**src/rtl/uart_tx_queue.sv**
```systemverilog
// uart_tx_queue: byte FIFO plus launch controller that feeds a UART transmitter
// through its transmitir/busy handshake, so bursts of key presses are not lost
// while a frame is on the line.
// Optional feature macro: UART_TX_QUEUE_DROP_CNT_EN adds a saturating 8-bit
// count of dropped writes (drop_cnt), cleared together with overflow by ovf_clr.
module uart_tx_queue #(
    parameter int DEPTH        = 8,
    parameter int AW           = 3,
    parameter int BUSY_TIMEOUT = 16
) (
    input  logic          clk,
    input  logic          rst_n,
    input  logic [7:0]    wr_data,
    input  logic          wr_en,
    output logic          full,
    output logic          empty,
    output logic [AW:0]   level,
    output logic          overflow,
`ifdef UART_TX_QUEUE_DROP_CNT_EN
    output logic [7:0]    drop_cnt,
`endif
    input  logic          ovf_clr,
    output logic [7:0]    dato_tx,
    output logic          transmitir,
    input  logic          busy,
    output logic          timeout
);

    localparam int             TW         = (BUSY_TIMEOUT > 1) ? $clog2(BUSY_TIMEOUT) : 1;
    localparam logic [TW-1:0]  TCNT_LAST  = TW'(BUSY_TIMEOUT - 1);
    localparam logic [AW:0]    LEVEL_FULL = (AW + 1)'(DEPTH);

    typedef enum logic [1:0] {
        IDLE      = 2'd0,
        LAUNCH    = 2'd1,
        WAIT_BUSY = 2'd2,
        WAIT_DONE = 2'd3
    } state_t;

    state_t          state_q, state_d;
    logic [AW-1:0]   wr_ptr_q, wr_ptr_d;
    logic [AW-1:0]   rd_ptr_q, rd_ptr_d;
    logic [AW:0]     level_q, level_d;
    logic            full_q, full_d;
    logic            empty_q, empty_d;
    logic            overflow_q, overflow_d;
    logic [7:0]      dato_tx_q, dato_tx_d;
    logic            transmitir_q, transmitir_d;
    logic            timeout_q, timeout_d;
    logic [TW-1:0]   tcnt_q, tcnt_d;
    logic            push, pop, drop;

    logic [7:0]      mem [DEPTH];

    // Storage array: no reset, a reset simply empties it through the pointers.
    always_ff @(posedge clk) begin
        if (push) begin
            mem[wr_ptr_q] <= wr_data;
        end
    end

    // Launch FSM: decides when to pop the head byte and supervises the handshake.
    always_comb begin
        state_d      = state_q;
        tcnt_d       = tcnt_q;
        pop          = 1'b0;
        transmitir_d = 1'b0;
        timeout_d    = 1'b0;
        dato_tx_d    = dato_tx_q;
        case (state_q)
            IDLE: begin
                if (!empty_q && !busy) begin
                    pop          = 1'b1;
                    dato_tx_d    = mem[rd_ptr_q];
                    transmitir_d = 1'b1;
                    state_d      = LAUNCH;
                end
            end
            LAUNCH: begin
                tcnt_d  = '0;
                state_d = WAIT_BUSY;
            end
            WAIT_BUSY: begin
                if (busy) begin
                    state_d = WAIT_DONE;
                end else if (tcnt_q == TCNT_LAST) begin
                    // Transmitter never acknowledged: drop this byte, no retry.
                    timeout_d = 1'b1;
                    state_d   = IDLE;
                end else begin
                    tcnt_d = tcnt_q + TW'(1);
                end
            end
            WAIT_DONE: begin
                if (!busy) begin
                    state_d = IDLE;
                end
            end
            default: state_d = IDLE;
        endcase
    end

    // FIFO bookkeeping: a write into a full queue survives only if a pop frees a slot.
    always_comb begin
        push       = wr_en && (!full_q || pop);
        drop       = wr_en && full_q && !pop;
        wr_ptr_d   = push ? wr_ptr_q + AW'(1) : wr_ptr_q;
        rd_ptr_d   = pop  ? rd_ptr_q + AW'(1) : rd_ptr_q;
        level_d    = level_q;
        if (push && !pop) begin
            level_d = level_q + (AW + 1)'(1);
        end else if (pop && !push) begin
            level_d = level_q - (AW + 1)'(1);
        end
        full_d     = (level_d == LEVEL_FULL);
        empty_d    = (level_d == '0);
        overflow_d = ovf_clr ? 1'b0 : (drop ? 1'b1 : overflow_q);
    end

`ifdef UART_TX_QUEUE_DROP_CNT_EN
    logic [7:0] drop_cnt_q, drop_cnt_d;

    // Saturating drop counter; a clear wins over a same-cycle drop.
    always_comb begin
        drop_cnt_d = drop_cnt_q;
        if (ovf_clr) begin
            drop_cnt_d = 8'h00;
        end else if (drop && (drop_cnt_q != 8'hFF)) begin
            drop_cnt_d = drop_cnt_q + 8'd1;
        end
    end

    // Drop counter register.
    always_ff @(posedge clk or negedge rst_n) begin
        if (!rst_n) begin
            drop_cnt_q <= 8'h00;
        end else begin
            drop_cnt_q <= drop_cnt_d;
        end
    end

    assign drop_cnt = drop_cnt_q;
`endif

    // State, pointer and output registers.
    always_ff @(posedge clk or negedge rst_n) begin
        if (!rst_n) begin
            state_q      <= IDLE;
            wr_ptr_q     <= '0;
            rd_ptr_q     <= '0;
            level_q      <= '0;
            full_q       <= 1'b0;
            empty_q      <= 1'b1;
            overflow_q   <= 1'b0;
            dato_tx_q    <= 8'h00;
            transmitir_q <= 1'b0;
            timeout_q    <= 1'b0;
            tcnt_q       <= '0;
        end else begin
            state_q      <= state_d;
            wr_ptr_q     <= wr_ptr_d;
            rd_ptr_q     <= rd_ptr_d;
            level_q      <= level_d;
            full_q       <= full_d;
            empty_q      <= empty_d;
            overflow_q   <= overflow_d;
            dato_tx_q    <= dato_tx_d;
            transmitir_q <= transmitir_d;
            timeout_q    <= timeout_d;
            tcnt_q       <= tcnt_d;
        end
    end

    assign full       = full_q;
    assign empty      = empty_q;
    assign level      = level_q;
    assign overflow   = overflow_q;
    assign dato_tx    = dato_tx_q;
    assign transmitir = transmitir_q;
    assign timeout    = timeout_q;

endmodule

```
**config.mk**
```make
export PLATFORM = sky130hd
export DESIGN_NAME = uart_tx_queue
export DESIGN_NICKNAME = d
export VERILOG_FILES = /design/src/rtl/uart_tx_queue.sv
export SDC_FILE = /design/constraint.sdc
export NUM_CORES = 1
export LEC_CHECK = 0
export CELL_PAD_IN_SITES_DETAIL_PLACEMENT = 1
export CELL_PAD_IN_SITES_GLOBAL_PLACEMENT = 1
export CORE_ASPECT_RATIO = 1.2
export CORE_MARGIN = 3
export CORE_UTILIZATION = 38
export DETAILED_ROUTE_END_ITERATION = 6
export PLACE_DENSITY_LB_ADDON = 0.3
export SLEW_MARGIN = 10
export SYNTH_ARGS = -nofsm -noshare
export SYNTH_HDL_FRONTEND = slang
export SYNTH_SLANG_ARGS = --single-unit
```
**constraint.sdc**
```tcl
create_clock -name clk -period 2.2 [get_ports clk]
set_input_delay 0.44 -clock clk [delete_from_list [all_inputs] [get_ports clk]]
set_output_delay 0.44 -clock clk [all_outputs]
set_load 0.005 [all_outputs]
```
==> key figures <==
Finish
  – Final core utilization: 49.7%
  – Most frequent cells in the layout: edfxtp_1 (64), clkdlybuf4s50_1 (29), dfrtp_1 (28)
  – Post-route cell area: 4800 sq um
  – Fill cells: 927
  – # diodes: 0
  – Fin nets: 306
  – Layout area overhead: 25.5%
  – Register Area: 2650 sq um
  – Layout cells sized above 1: between 20 and 30%
  – Multi-input combinational cell area: 1100 sq um
  – Most common cell after layout, fill and taps aside: edfxtp_1

Power and ir drop
  – Peak supply drop: 0.437 mV
  – P per Cell Area: between 1000 and 1500 nW/um^2
  – Lkg Pwr: 1.79 nW

Yosys
  – Syn avg cell area: 16.6 sq um
  – Post-synth top area share: 50.2%
  – Synth Cell Area: 3830 sq um
  – Netlist cell types: 42
  – Synth top area cells: edfxtp_1 (50%), dfrtp_1 (18%), mux4_2 (9.4%)
  – Ys async rst share: 31.2%
  – Synth Net Count: between 200 and 250
  – Sequential cell area fraction in the yosys report: between 60% and 70%
  – Synthesis Warnings: 0
  – Post-synth EDFFs: 64
  – Syn Inst Count: 230
  – Synth Flop Type: edfxtp_1
  – Post-synthesis register bit count: 93
  – Largest area contributor in the netlist: edfxtp_1

GRT
  – Vias in the first global route: 2289
  – GRT overflow: 0
  – GRT Total Usage: ~15%
  – First-pass GRT wire length: between 10000 and 15000 um
  – Largest net degree at the start of global routing: 30
  – Initial antenna violation count: 0

Worst setup path
  – Worst-path cell chain: clkdlybuf4s50_1, or4_4, a21boi_4, nand2b_1, nor3_2, buf_4
  – Critical path class: input port to flop
  – Worst endpoint data arrival time: 2.14 ns
  – WP data required: approximately 2.3 ns
  – CP bufs+invs: 2
  – Largest stage delay on the critical path: 0.56 ns
  – R2R cell count: 5
  – Reg-to-reg slack, setup: 0.25 ns
  – WP depth: 6
  – Worst Path Max Fanout: 8
  – Worst setup SP type: input port
  – Slowest CP cell: or4_4
  – Top delay family on crit path: simple AND/OR/NAND/NOR gates
  – CP endpoint kind: flop

Die
  – Starting Density: 39.6%
  – DIE HEIGHT: 116 um
  – Cell Rows: 39
  – # IOs: 30
  – Core box area: 9660 sq um
  – Die ar.: between 10000 and 15000 sq um
  – Die width: about 100 um

STA
  – Fin Clk Skew: about 0.0066 ns
  – RSZ-0062 raised after global routing: false
  – Final Hold Fails: 0
  – Hold WS: 0.477 ns
  – Final WS setup: ~0.11 ns
  – Fmax: 0.479 GHz
  – Slew @ Worst Pin: between 0.5 and 0.6 ns
  – Period utilisation layout: a little over nine tenths
  – Final setup fails: 0
  – Slew Limit Fails: 0
  – Slew headroom: approximately 64%
  – Post-route minimum period: 2.09 ns

Detailed routing
  – Met2 wire length: ~4000 um
  – Initial DRC Count: between 50 and 60
  – Avg WL per Cell: 18.6 um
  – Vias post-DR: 2126
  – Vias/cell: between 5 and 6
  – Routed wire length: 7750 um
  – Post-route ant nets: 0
  – Met1 WL: 3260 um
  – Initial DRT Pass Iterations: 4
  – Detail Route met3 WL: 338 um
  – Highest routed layer: met4
  – DRC viols: 0

CTS
  – Clock tree from TritonCTS: done
  – Clock transition at path regs: about 0.060 ns
  – Num CTS Buffers: 9
  – Clock tree buffer depth: 2
  – Skew-Pair Late Insertion Delay: approximately 0.34 ns
  – Clock sink count: 93
  – Root Driver: clkbuf_16
  – H-Tree Depth: 3

Worst hold path
  – Hold Path Class: input port to async pin

Flow run
  – Max Cap Viol: 0

Place
  – DP HPWL: 5650 um
  – GPL Wtd Cong: 0.745
  – Pre-CTS setup slack: -0.325 ns
  – Placed Instance Area: 4420 sq um
  – PortBufs: 29

Run status
  – Status: finished, final reports clean
cells by family (layout without fill, tap and decap cells):
logic type / count (synthesis) / in the layout / synth area share [%]
multiplexers: 27 / 27 / 12.7
AO/OA/AOI/OAI: 28 / 28 / 4.77
AND/OR/NAND/NOR: 56 / 56 / 7.85
buffers and inverters: 15 / 78 / 2.29
adder cells (fa/ha/maj): 5 / 5 / 1.64
flip-flops: 93 / 93 / 69.2
XOR/XNOR: 6 / 6 / 1.57
repair_timing:
action                                  in CTS  in global routing
setup buffers                                0                  2
hold endpoints to repair                     0                  0
endpoints found under the setup margin       0                 24
hold buffers                                 0                  0
resized for setup                            0                  0
state kept, by name (all words and copies together) (netlist names):
register and flops:
mem 64, level 4, wr_ptr_q 3, timeout 1, overflow 1, dato_tx 8, tcnt_q 4, empty 1
transmitir 1, rd_ptr_q 3, state_q 2, full 1
cell usage after synthesis (all sizes together), types with 5 or more instances:
master	n
edfxtp	64
inv	5
mux4	16
mux2i	10
nand2b	5
ha	5
nand2	21
nand3	6
buf	5
nor3	6
nor2	8
dfrtp	28
o21ai	15
area by class of cell:
| class | instances | share of cell area, % |
|---|---|---|
| clock inverter | 7 | 3.02 |
| clock buffer | 9 | 4.69 |
| timing repair buffer | 56 | 10.3 |
| sequential | 93 | 55.2 |
| multi-input combinational | 122 | 22.9 |
| tap | 123 | 3.21 |
| inverter | 6 | 0.730 |
routing by layer:
layer | global-route usage, % | vias up
met5 | 0 | -
met4 | 6.19 | 0
met3 | 3.55 | 14
met2 | 25.1 | 48
met1 | 18.2 | 1073
li1 | - | 991
power breakdown:
part	total (mW)	switching, mW	internal (mW)
Combinational	1.95	0.895	1.06
Clock	1.87	0.643	1.23
Sequential	2.62	0.315	2.30
Total	6.44	1.85	4.59
worst register-to-register path, delay by kind of cell, from the launching register on:
kind                   cells  cell delay, ns
buffers and inverters      1            0.20
and+or+nand+nor            3            0.84
AOI/OAI and AO/OA          1            0.20
DFF                        1            0.42
per-stage QoR:
step,power (mW),cells,TNS (ns)
6_report,6.44,416,0
5_1_grt,6.85,416,0
4_1_cts,6.54,414,0
2_1_floorplan,3.80,230,-0.278
3_3_place_gp,4.58,398,-14.78
3_5_place_dp,4.65,398,-18.53
path summary, 6_finish.rpt:
check | start | end
hold reg to reg | dato_tx[2] | dato_tx[2]
hold / removal | rst_n | level[1]
setup reg to reg | state_q[1] | mem[0][3]
setup / recovery | busy | mem[0][3]
max in group asynchronous | rst_n | empty
min in group clk | dato_tx[2] | dato_tx[2]
Power figures use the tool's default switching activity.
